==> src/rtl/nes_flash_pkg.sv <==
// Shared definitions for the NOR flash read controller: FSM state encoding,
// default timing constants and a small helper for sizing the cycle counter.
package nes_flash_pkg;

  typedef enum logic [2:0] {
    RST_HOLD = 3'd0,
    RST_REC  = 3'd1,
    IDLE     = 3'd2,
    ACCESS   = 3'd3,
    RECOVER  = 3'd4
  } flash_state_e;

  localparam int DEF_ADDR_W      = 23;
  localparam int DEF_ACC_CYC     = 7;
  localparam int DEF_REC_CYC     = 1;
  localparam int DEF_RST_CYC     = 50;
  localparam int DEF_RST_REC_CYC = 20;

  // Largest of four cycle counts; sizes the shared state counter.
  function automatic int max4(input int a, input int b, input int c, input int d);
    int m;
    m = a;
    if (b > m) m = b;
    if (c > m) m = c;
    if (d > m) m = d;
    return m;
  endfunction

endpackage

==> src/rtl/nes_flash_lastbuf.sv <==
// One-entry last-address buffer: remembers the most recent flash address and
// its data byte so an immediate re-read can be served without touching flash.
module nes_flash_lastbuf
  import nes_flash_pkg::*;
#(
  parameter int ADDR_W = DEF_ADDR_W
) (
  input  logic              i_clk,
  input  logic              i_rst,
  input  logic              i_inval,
  input  logic              i_wr_en,
  input  logic [ADDR_W-1:0] i_wr_addr,
  input  logic [7:0]        i_wr_data,
  input  logic [ADDR_W-1:0] i_lk_addr,
  output logic              o_hit,
  output logic [7:0]        o_data
);

  logic              valid_q, valid_d;
  logic [ADDR_W-1:0] addr_q, addr_d;
  logic [7:0]        data_q, data_d;

  // A fill beats an invalidate in the same cycle: the fill's address was
  // latched before the mapping change and its data is the fresh flash read.
  always_comb begin
    valid_d = valid_q;
    addr_d  = addr_q;
    data_d  = data_q;
    if (i_wr_en) begin
      valid_d = 1'b1;
      addr_d  = i_wr_addr;
      data_d  = i_wr_data;
    end else if (i_inval) begin
      valid_d = 1'b0;
    end
  end

  // Buffer storage; reset leaves the entry invalid.
  always_ff @(posedge i_clk or posedge i_rst) begin
    if (i_rst) begin
      valid_q <= 1'b0;
      addr_q  <= '0;
      data_q  <= 8'h00;
    end else begin
      valid_q <= valid_d;
      addr_q  <= addr_d;
      data_q  <= data_d;
    end
  end

  assign o_hit  = valid_q && (addr_q == i_lk_addr);
  assign o_data = data_q;

endmodule

==> src/rtl/nes_flash_rd_ctrl.sv <==
// Read sequencer for the cartridge NOR flash. Runs the power-up reset
// sequence, then serves mapper reads either from the last-address buffer
// (one cycle) or with a timed CE#/OE# access followed by a recovery gap.
//
// Handshake: i_rd_req is only looked at in a cycle where o_busy=0; a request
// raised while busy is dropped and must be re-asserted. Each accepted request
// produces exactly one o_rd_valid pulse, with o_fl_rdata valid in that cycle
// and held until the next capture.
module nes_flash_rd_ctrl
  import nes_flash_pkg::*;
#(
  parameter int ADDR_W      = DEF_ADDR_W,
  parameter int ACC_CYC     = DEF_ACC_CYC,
  parameter int REC_CYC     = DEF_REC_CYC,
  parameter int RST_CYC     = DEF_RST_CYC,
  parameter int RST_REC_CYC = DEF_RST_REC_CYC
) (
  input  logic              i_clk,
  input  logic              i_rst,
  input  logic [ADDR_W-1:0] i_fl_addr,
  input  logic              i_rd_req,
  input  logic              i_inval,
  output logic              o_busy,
  output logic              o_rd_valid,
  output logic [7:0]        o_fl_rdata,
  output logic [ADDR_W-1:0] o_flash_addr,
  input  logic [7:0]        i_flash_dq,
  output logic              o_flash_ce_n,
  output logic              o_flash_oe_n,
  output logic              o_flash_we_n,
  output logic              o_flash_rst_n,
  output logic [2:0]        o_dbg_state
);

  localparam int CNT_W = $clog2(max4(ACC_CYC, REC_CYC, RST_CYC, RST_REC_CYC)) + 1;

  localparam logic [CNT_W-1:0] RST_LAST = CNT_W'(RST_CYC - 1);
  localparam logic [CNT_W-1:0] RREC_LAST = CNT_W'(RST_REC_CYC - 1);
  localparam logic [CNT_W-1:0] ACC_LAST = CNT_W'(ACC_CYC - 1);
  localparam logic [CNT_W-1:0] REC_LAST = CNT_W'(REC_CYC - 1);

  flash_state_e      state_q, state_d;
  logic [CNT_W-1:0]  cnt_q, cnt_d;
  logic [ADDR_W-1:0] faddr_q, faddr_d;
  logic [7:0]        rdata_q, rdata_d;
  logic              rd_valid_q, rd_valid_d;
  logic              busy_q, busy_d;
  logic              ce_n_q, ce_n_d;
  logic              rst_n_q, rst_n_d;

  logic              buf_hit;
  logic [7:0]        buf_data;
  logic              buf_wr;
  logic              lookup_hit;

  nes_flash_lastbuf #(
    .ADDR_W (ADDR_W)
  ) u_lastbuf (
    .i_clk     (i_clk),
    .i_rst     (i_rst),
    .i_inval   (i_inval),
    .i_wr_en   (buf_wr),
    .i_wr_addr (faddr_q),
    .i_wr_data (i_flash_dq),
    .i_lk_addr (i_fl_addr),
    .o_hit     (buf_hit),
    .o_data    (buf_data)
  );

  // An invalidate arriving with the request must already count as a miss.
  assign lookup_hit = buf_hit && !i_inval;

  // Next-state, counter and datapath decisions for the read sequencer.
  always_comb begin
    state_d    = state_q;
    cnt_d      = cnt_q + CNT_W'(1);
    faddr_d    = faddr_q;
    rdata_d    = rdata_q;
    rd_valid_d = 1'b0;
    buf_wr     = 1'b0;
    case (state_q)
      RST_HOLD: begin
        if (cnt_q == RST_LAST) begin
          state_d = RST_REC;
          cnt_d   = '0;
        end
      end
      RST_REC: begin
        if (cnt_q == RREC_LAST) begin
          state_d = IDLE;
          cnt_d   = '0;
        end
      end
      IDLE: begin
        cnt_d = '0;
        if (i_rd_req) begin
          if (lookup_hit) begin
            rd_valid_d = 1'b1;
            rdata_d    = buf_data;
          end else begin
            faddr_d = i_fl_addr;
            state_d = ACCESS;
          end
        end
      end
      ACCESS: begin
        if (cnt_q == ACC_LAST) begin
          rdata_d    = i_flash_dq;
          rd_valid_d = 1'b1;
          buf_wr     = 1'b1;
          state_d    = RECOVER;
          cnt_d      = '0;
        end
      end
      RECOVER: begin
        if (cnt_q == REC_LAST) begin
          state_d = IDLE;
          cnt_d   = '0;
        end
      end
      default: begin
        state_d = RST_HOLD;
        cnt_d   = '0;
      end
    endcase
  end

  // Flash pin levels are registered from the next state so they never glitch.
  always_comb begin
    busy_d  = (state_d != IDLE);
    ce_n_d  = (state_d != ACCESS);
    rst_n_d = (state_d != RST_HOLD);
  end

  // State, counter and output registers; reset aborts any access immediately.
  always_ff @(posedge i_clk or posedge i_rst) begin
    if (i_rst) begin
      state_q    <= RST_HOLD;
      cnt_q      <= '0;
      faddr_q    <= '0;
      rdata_q    <= 8'h00;
      rd_valid_q <= 1'b0;
      busy_q     <= 1'b1;
      ce_n_q     <= 1'b1;
      rst_n_q    <= 1'b0;
    end else begin
      state_q    <= state_d;
      cnt_q      <= cnt_d;
      faddr_q    <= faddr_d;
      rdata_q    <= rdata_d;
      rd_valid_q <= rd_valid_d;
      busy_q     <= busy_d;
      ce_n_q     <= ce_n_d;
      rst_n_q    <= rst_n_d;
    end
  end

  assign o_busy        = busy_q;
  assign o_rd_valid    = rd_valid_q;
  assign o_fl_rdata    = rdata_q;
  assign o_flash_addr  = faddr_q;
  assign o_flash_ce_n  = ce_n_q;
  assign o_flash_oe_n  = ce_n_q;
  assign o_flash_we_n  = 1'b1;
  assign o_flash_rst_n = rst_n_q;
  assign o_dbg_state   = state_q;

endmodule
==> config.mk <==
export PLATFORM = sky130hd
export DESIGN_NAME = nes_flash_rd_ctrl
export DESIGN_NICKNAME = d
export VERILOG_FILES = /design/src/rtl/nes_flash_pkg.sv /design/src/rtl/nes_flash_lastbuf.sv /design/src/rtl/nes_flash_rd_ctrl.sv
export SDC_FILE = /design/constraint.sdc
export NUM_CORES = 1
export LEC_CHECK = 0
export ABC_AREA = 1
export ABC_CLOCK_PERIOD_IN_PS = 3000
export CAP_MARGIN = 20
export CORE_AREA = 2 2 90 92
export CTS_CLUSTER_SIZE = 10
export DETAILED_ROUTE_END_ITERATION = 6
export DIE_AREA = 0 0 92 94
export PLACE_DENSITY_LB_ADDON = 0.1
export SYNTH_ARGS = -nofsm -noshare
export SYNTH_HDL_FRONTEND = slang
export SYNTH_SLANG_ARGS = --single-unit
==> constraint.sdc <==
create_clock -name i_clk -period 3 [get_ports i_clk]
set_clock_uncertainty 0.2 [all_clocks]
set_input_delay 0.3 -clock i_clk [delete_from_list [all_inputs] [get_ports i_clk]]
set_output_delay 0.3 -clock i_clk [all_outputs]
set_load 0.01 [all_outputs]
==> results.cfg, run 1 <==
[status]
status = complete, no violations

[finish]
final_cell_count_no_fill = 666
antenna_cells = 0
final_cell_mix = nand2_1, dfrtp_1, clkdlybuf4s50_1
multi_input_area_um2 = 1680
syn2layout_area_growth_pct = 26.4
final_common_cell = nand2_1
nFillCells = 655
final_layout_size_suffix_gt1_share_pct = 9.93
regArea_um2 = 1930
nNetsFinal = 598

[clocking]
clock-root-buffer = clkbuf_8
cts_setup_buffers = 0
clock_tree.buffer_depth = 2
clkLatencyLatePin_ns = 0.35
cts_tree = built
cts_resized = 0
numCtsBuffers = 9
clock-sinks = 77
hold_buffers = 0
h-tree-depth = 3
clk_pin_slew_ns = 0.09

[placed_design]
dp_hpwl_um = 6320
dp_slack_ns = 0.693
dp.cells = 650
place_congestion = 0.839
io_buffers = 73

[global_routing]
grt_pass1_vias = 3280
grt_antenna_before_repair = 0
grt.total_usage_pct = 21.6
grt_overflow = 0
grt_max_degree = 64
grt_pass1_wl_um = 14800

[synthesis]
ys.flop_type = dfrtp_1
synth_edf_count = 0
syn_inst = 486
synth_area_per_cell_um2 = 8.10
synthArstFlopShare_pct = 100
ys_seq_area_share_pct = 49.0
synth_cell_types = 35
synth_seq_cells = 77
netlist_area_um2 = 3940
synth_fp_nets = 525
yosys_warnings = 0

[routing]
via_per_inst = 4.93
drt-total-wl_um = 8860
ant_nets = 0
dr.pass1.iters = 4
vias = 3286
drt_iter0_markers = 191
route.detailed.drc = 0
detail_route.wl_per_cell_um = 13.3

[die]
start_util_pct = 51.7
die_w_um = 92
die_area_um2 = 8650
die_height_um = 94
num_io_pins = 75
placementRows = 32
core_um2 = 7610

[timing]
finalHoldViolCount = 0
slew_violations = 0
setup_viol = 0
tns_ns = 0
period_minus_slack_ns = 2.32
fmaxAchievable_mhz = 431
tightest_slew_ns = 0.765
maxSlewHeadroom_pct = 49.0
rsz0062_at_grt = false
finalCritPeriodShare_pct = 77.4
worst_slack_ns = 0.678

[setup_path]
start_kind = register
crit_path_end_kind = register
cp.required_ns = 3.03
crit_path_max_fanout = 63
cp.arrival_ns = 2.35
crit_type = reg2reg

[hold_path]
min_path_type = in2async

[power]
power.total_w = 0.00423
p_per_area_nw_per_um2 = 851
p_leak_nw = 2.55
peakVddDrop_mv = 0.458

[run]
cap_viol_max_count = 0
cells by family after synthesis:
| family | count (synthesis) | share of synthesized area, % |
|---|---|---|
| muxes | 17 | 5.34 |
| buffers and inverters | 72 | 8.30 |
| AOI/OAI and AO/OA | 34 | 4.86 |
| adders and majority gates | 4 | 1.27 |
| xor gates and xnor gates | 5 | 1.11 |
| and+or+nand+nor | 276 | 30.0 |
| DFF | 77 | 49.0 |
| other | 1 | 0.0953 |
per-layer routing:
| layer | part of all wire, % | vias to the layer above | routed length, µm | track usage, % |
|---|---|---|---|---|
| li1 | - | 1655 | - | - |
| met1 | 44 | 1559 | 3880 | 26.8 |
| met2 | 50 | 67 | 4470 | 37.9 |
| met3 | 4.8 | 5 | 429 | 4.33 |
| met4 | 0.90 | 0 | 80 | 7.46 |
| met5 | 0 | - | 0 | 0 |
synthesized netlist by cell type, types with 4 or more instances:
cell	n	area share (%)
a21oi_1	19	2.4
buf_6	6	1.7
dfrtp_1	75	48
ha_1	4	1.3
inv_1	55	5.2
mux2_2	12	3.4
mux2_4	5	1.9
nand2_1	152	14
nand3_1	41	5.2
nor2_1	65	6.2
nor2_2	4	0.64
o21ai_0	7	0.89
flip-flops by register name, indices dropped and copies added, names as in the netlist:
| register | flops |
|---|---|
| u_lastbuf.valid_q | 1 |
| o_rd_valid | 1 |
| u_lastbuf.o_data | 8 |
| o_flash_rst_n | 1 |
| cnt_q | 7 |
| u_lastbuf.addr_q | 23 |
| o_flash_ce_n | 1 |
| o_flash_addr | 23 |
| o_dbg_state | 3 |
| o_busy | 1 |
| o_fl_rdata | 8 |
per-stage QoR:
step	hold WS [ns]	utilization, %	area, µm²
floorplan	0.245	-	3940
global placement	0.270	62.1	4720
CTS	0.164	65.4	4970
finish	0.142	65.4	4970
global route	0.201	65.4	4970
detailed placement	0.286	62.1	4720
final timing paths:
path,from,endpoint,slack (ns),cells past startpoint
max,o_dbg_state[2],u_lastbuf.addr_q[2],0.68,5
min,i_rst,o_fl_rdata[6],0.14,2
max reg2reg,o_dbg_state[2],u_lastbuf.addr_q[2],0.68,5
min reg2reg,o_flash_addr[12],o_flash_addr[12],0.30,2
max in group asynchronous,i_rst,o_flash_ce_n,1.73,3
min in group i_clk,o_flash_addr[12],o_flash_addr[12],0.30,2
where the power goes:
group,internal [W],leakage (nW),switching (W),total [W]
sequential,0.00142,0.993,0.000249,0.00167
combinational,0.000778,1.43,0.000820,0.00160
clock,0.000579,0.124,0.000385,0.000964
total,0.00278,2.55,0.00145,0.00423
area by class of cell:
type	count	area share, %
clock inverters	5	2.16
flip-flops and latches	77	38.8
repair buffers	77	15.6
clock buffers	11	2.84
well taps	102	2.57
inverters	57	4.30
multi-input cells	337	33.8
critical path, cell delays in order, from the launching register on:
cell and delay (ns):
dfrtp_1 0.43, nor2_1 0.21, inv_2 0.08, nor2_4 0.30, nand2_4 0.48, mux2_2 0.45
(Power assumes the default switching activity.)
==> run 2: changes to the inputs <==
--- a/config.mk
+++ b/config.mk
@@ -6,7 +6,7 @@
 export NUM_CORES = 1
 export LEC_CHECK = 0
 export ABC_AREA = 1
-export ABC_CLOCK_PERIOD_IN_PS = 3000
+export ABC_CLOCK_PERIOD_IN_PS = 2400
 export CAP_MARGIN = 20
 export CORE_AREA = 2 2 90 92
 export CTS_CLUSTER_SIZE = 10
==> constraint.sdc (replaced) <==
create_clock -name i_clk -period 2.4 [get_ports i_clk]
set_clock_uncertainty 0.2 [all_clocks]
set_input_delay 0.24 -clock i_clk [delete_from_list [all_inputs] [get_ports i_clk]]
set_output_delay 0.24 -clock i_clk [all_outputs]
set_load 0.01 [all_outputs]
==> results.cfg, run 2 (same netlist as run 1, synthesis figures left out) <==
[global_routing]
grt-busiest-layer = met2
grt_pass1_wl_um = 14900
grt_overflow = 0
use_met1_pct = 26.9
met3_usage_pct = 4.74
grt_pass1_vias = 3204
globalRouteMet2Util_pct = 38.1
grt_max_degree = 36
grt.total_usage_pct = 22.0
grt_antenna_before_repair = 0

[hold_path]
min_path_type = in2async

[clocking]
numCtsBuffers = 9
clkLatencyLatePin_ns = 0.35
clock-root-buffer = clkbuf_8
clk_pin_slew_ns = 0.09
cts_resized = 0
cts_tree = built
h-tree-depth = 3
hold_buffers = 0
clock_tree.buffer_depth = 2
clock-sinks = 77
cts_setup_buffers = 0

[routing]
vias = 3306
route.detailed.drc = 0
dr.pass1.iters = 4
detail_route.wl_per_cell_um = 13.3
drt-total-wl_um = 8960
drt_iter0_markers = 144
ant_nets = 0
via_per_inst = 4.92

[setup_path]
cpMaxStageDelayCell = dfrtp_1
crit_path_end_kind = register
critPathMaxStageDelay_ns = 0.43
crit_chain = inv_1 > ha_1 > nand3_1 > nor2_2 > nand2_4 > buf_4 > mux2_2
cp.arrival_ns = 2.06
crit_type = reg2reg
start_kind = register
crit_path_max_fanout = 18
cp.required_ns = 2.43

[placed_design]
place_congestion = 0.837
dp_slack_ns = 0.165
io_buffers = 73
dp_hpwl_um = 6590

[timing]
rsz0062_at_grt = false
finalCritPeriodShare_pct = 84.6
maxSlewHeadroom_pct = 61.9
period_minus_slack_ns = 2.03
tns_ns = 0
fmaxAchievable_mhz = 492
setup_viol = 0
tightest_slew_ns = 0.570
worst_slack_ns = 0.369
finalHoldViolCount = 0
slew_violations = 0

[finish]
final_util_pct = 65.5
syn2layout_area_growth_pct = 26.7
final_layout_size_suffix_gt1_share_pct = 10.9
final_common_cell = nand2_1
final_cell_mix = nand2_1, dfrtp_1, clkdlybuf4s50_1
nFillCells = 659
multi_input_area_um2 = 1680
nNetsFinal = 604
regArea_um2 = 1930
antenna_cells = 0

[die]
die_height_um = 94
die_w_um = 92
core_um2 = 7610
num_io_pins = 75
start_util_pct = 51.7
placementRows = 32
die_area_um2 = 8650

[power]
p_int_w = 0.00327
swShare_pct = 35.8
power_switching_w = 0.00182
p_leak_nw = 2.55
peakVddDrop_mv = 0.508
seqPwrFrac_pct = 41.2
power_frac_clock_pct = 19.7
p_per_area_nw_per_um2 = 1020
combPwrFrac_pct = 39.1

[status]
status = complete, no violations

[run]
cap_viol_max_count = 0
[run 2: cell types whose count changed in the layout (fill, tap and decap cells not counted), sizes merged]
cell	previous run	this run
bufinv	3	1
clkinvlp	0	3
clkinv	2	1
buf	4	10
[run 2: critical path, delay by kind of cell (launching register included)]
kind                       cells  cell delay, ns
adders and majority gates      1            0.20
buffers and inverters          2            0.32
DFF                            1            0.43
and+or+nand+nor                3            0.42
muxes                          1            0.34
[run 2: power groups by stage]
stage               Sequential [W]  Clock [W]  Combinational [W]
finish                     0.00210    0.00100            0.00199
global route               0.00216    0.00108            0.00222
CTS                        0.00210    0.00102            0.00201
detailed placement         0.00212          0            0.00201
global placement           0.00211          0            0.00196
floorplan                  0.00218          0            0.00108
[run 2: layer usage]
layer  up-vias  wire, µm
met4         0       136
met1      1550      3860
met2        79      4500
met5         -         0
met3        11       458
li1       1666         -
[run 2: final timing paths]
kind                                   from              endpoint  slack [ns]  depth (start not counted)
max reg2reg                        cnt_q[0]   u_lastbuf.addr_q[2]        0.37                          7
max in group asynchronous             i_rst                o_busy        1.28                          3
min in group i_clk            i_flash_dq[7]   u_lastbuf.o_data[7]        0.28                          3
max                                cnt_q[0]   u_lastbuf.addr_q[2]        0.37                          7
min                                   i_rst  u_lastbuf.addr_q[17]        0.09                          2
min reg2reg                o_flash_addr[16]      o_flash_addr[16]        0.30                          2
[run 2: stage by stage]
| stage | cell area [µm²] | total power (W) | instances | hold slack (ns) |
|---|---|---|---|---|
| final | 4980 | 0.00509 | 672 | 0.0862 |
| after detailed placement | 4780 | 0.00413 | 656 | 0.290 |
| after global routing | 4980 | 0.00546 | 672 | 0.117 |
| after global placement | 4780 | 0.00407 | 656 | 0.269 |
| after CTS | 4980 | 0.00513 | 672 | 0.0967 |
| after floorplan | 3940 | 0.00325 | 486 | 0.185 |
[run 2: layout make-up]
cell class,count,area share (%)
tap,102,2.56
sequential,77,38.7
inverter,57,4.37
clock inverter,5,1.18
timing repair buffer,83,16.7
clock buffer,11,2.84
multi-input combinational,337,33.7
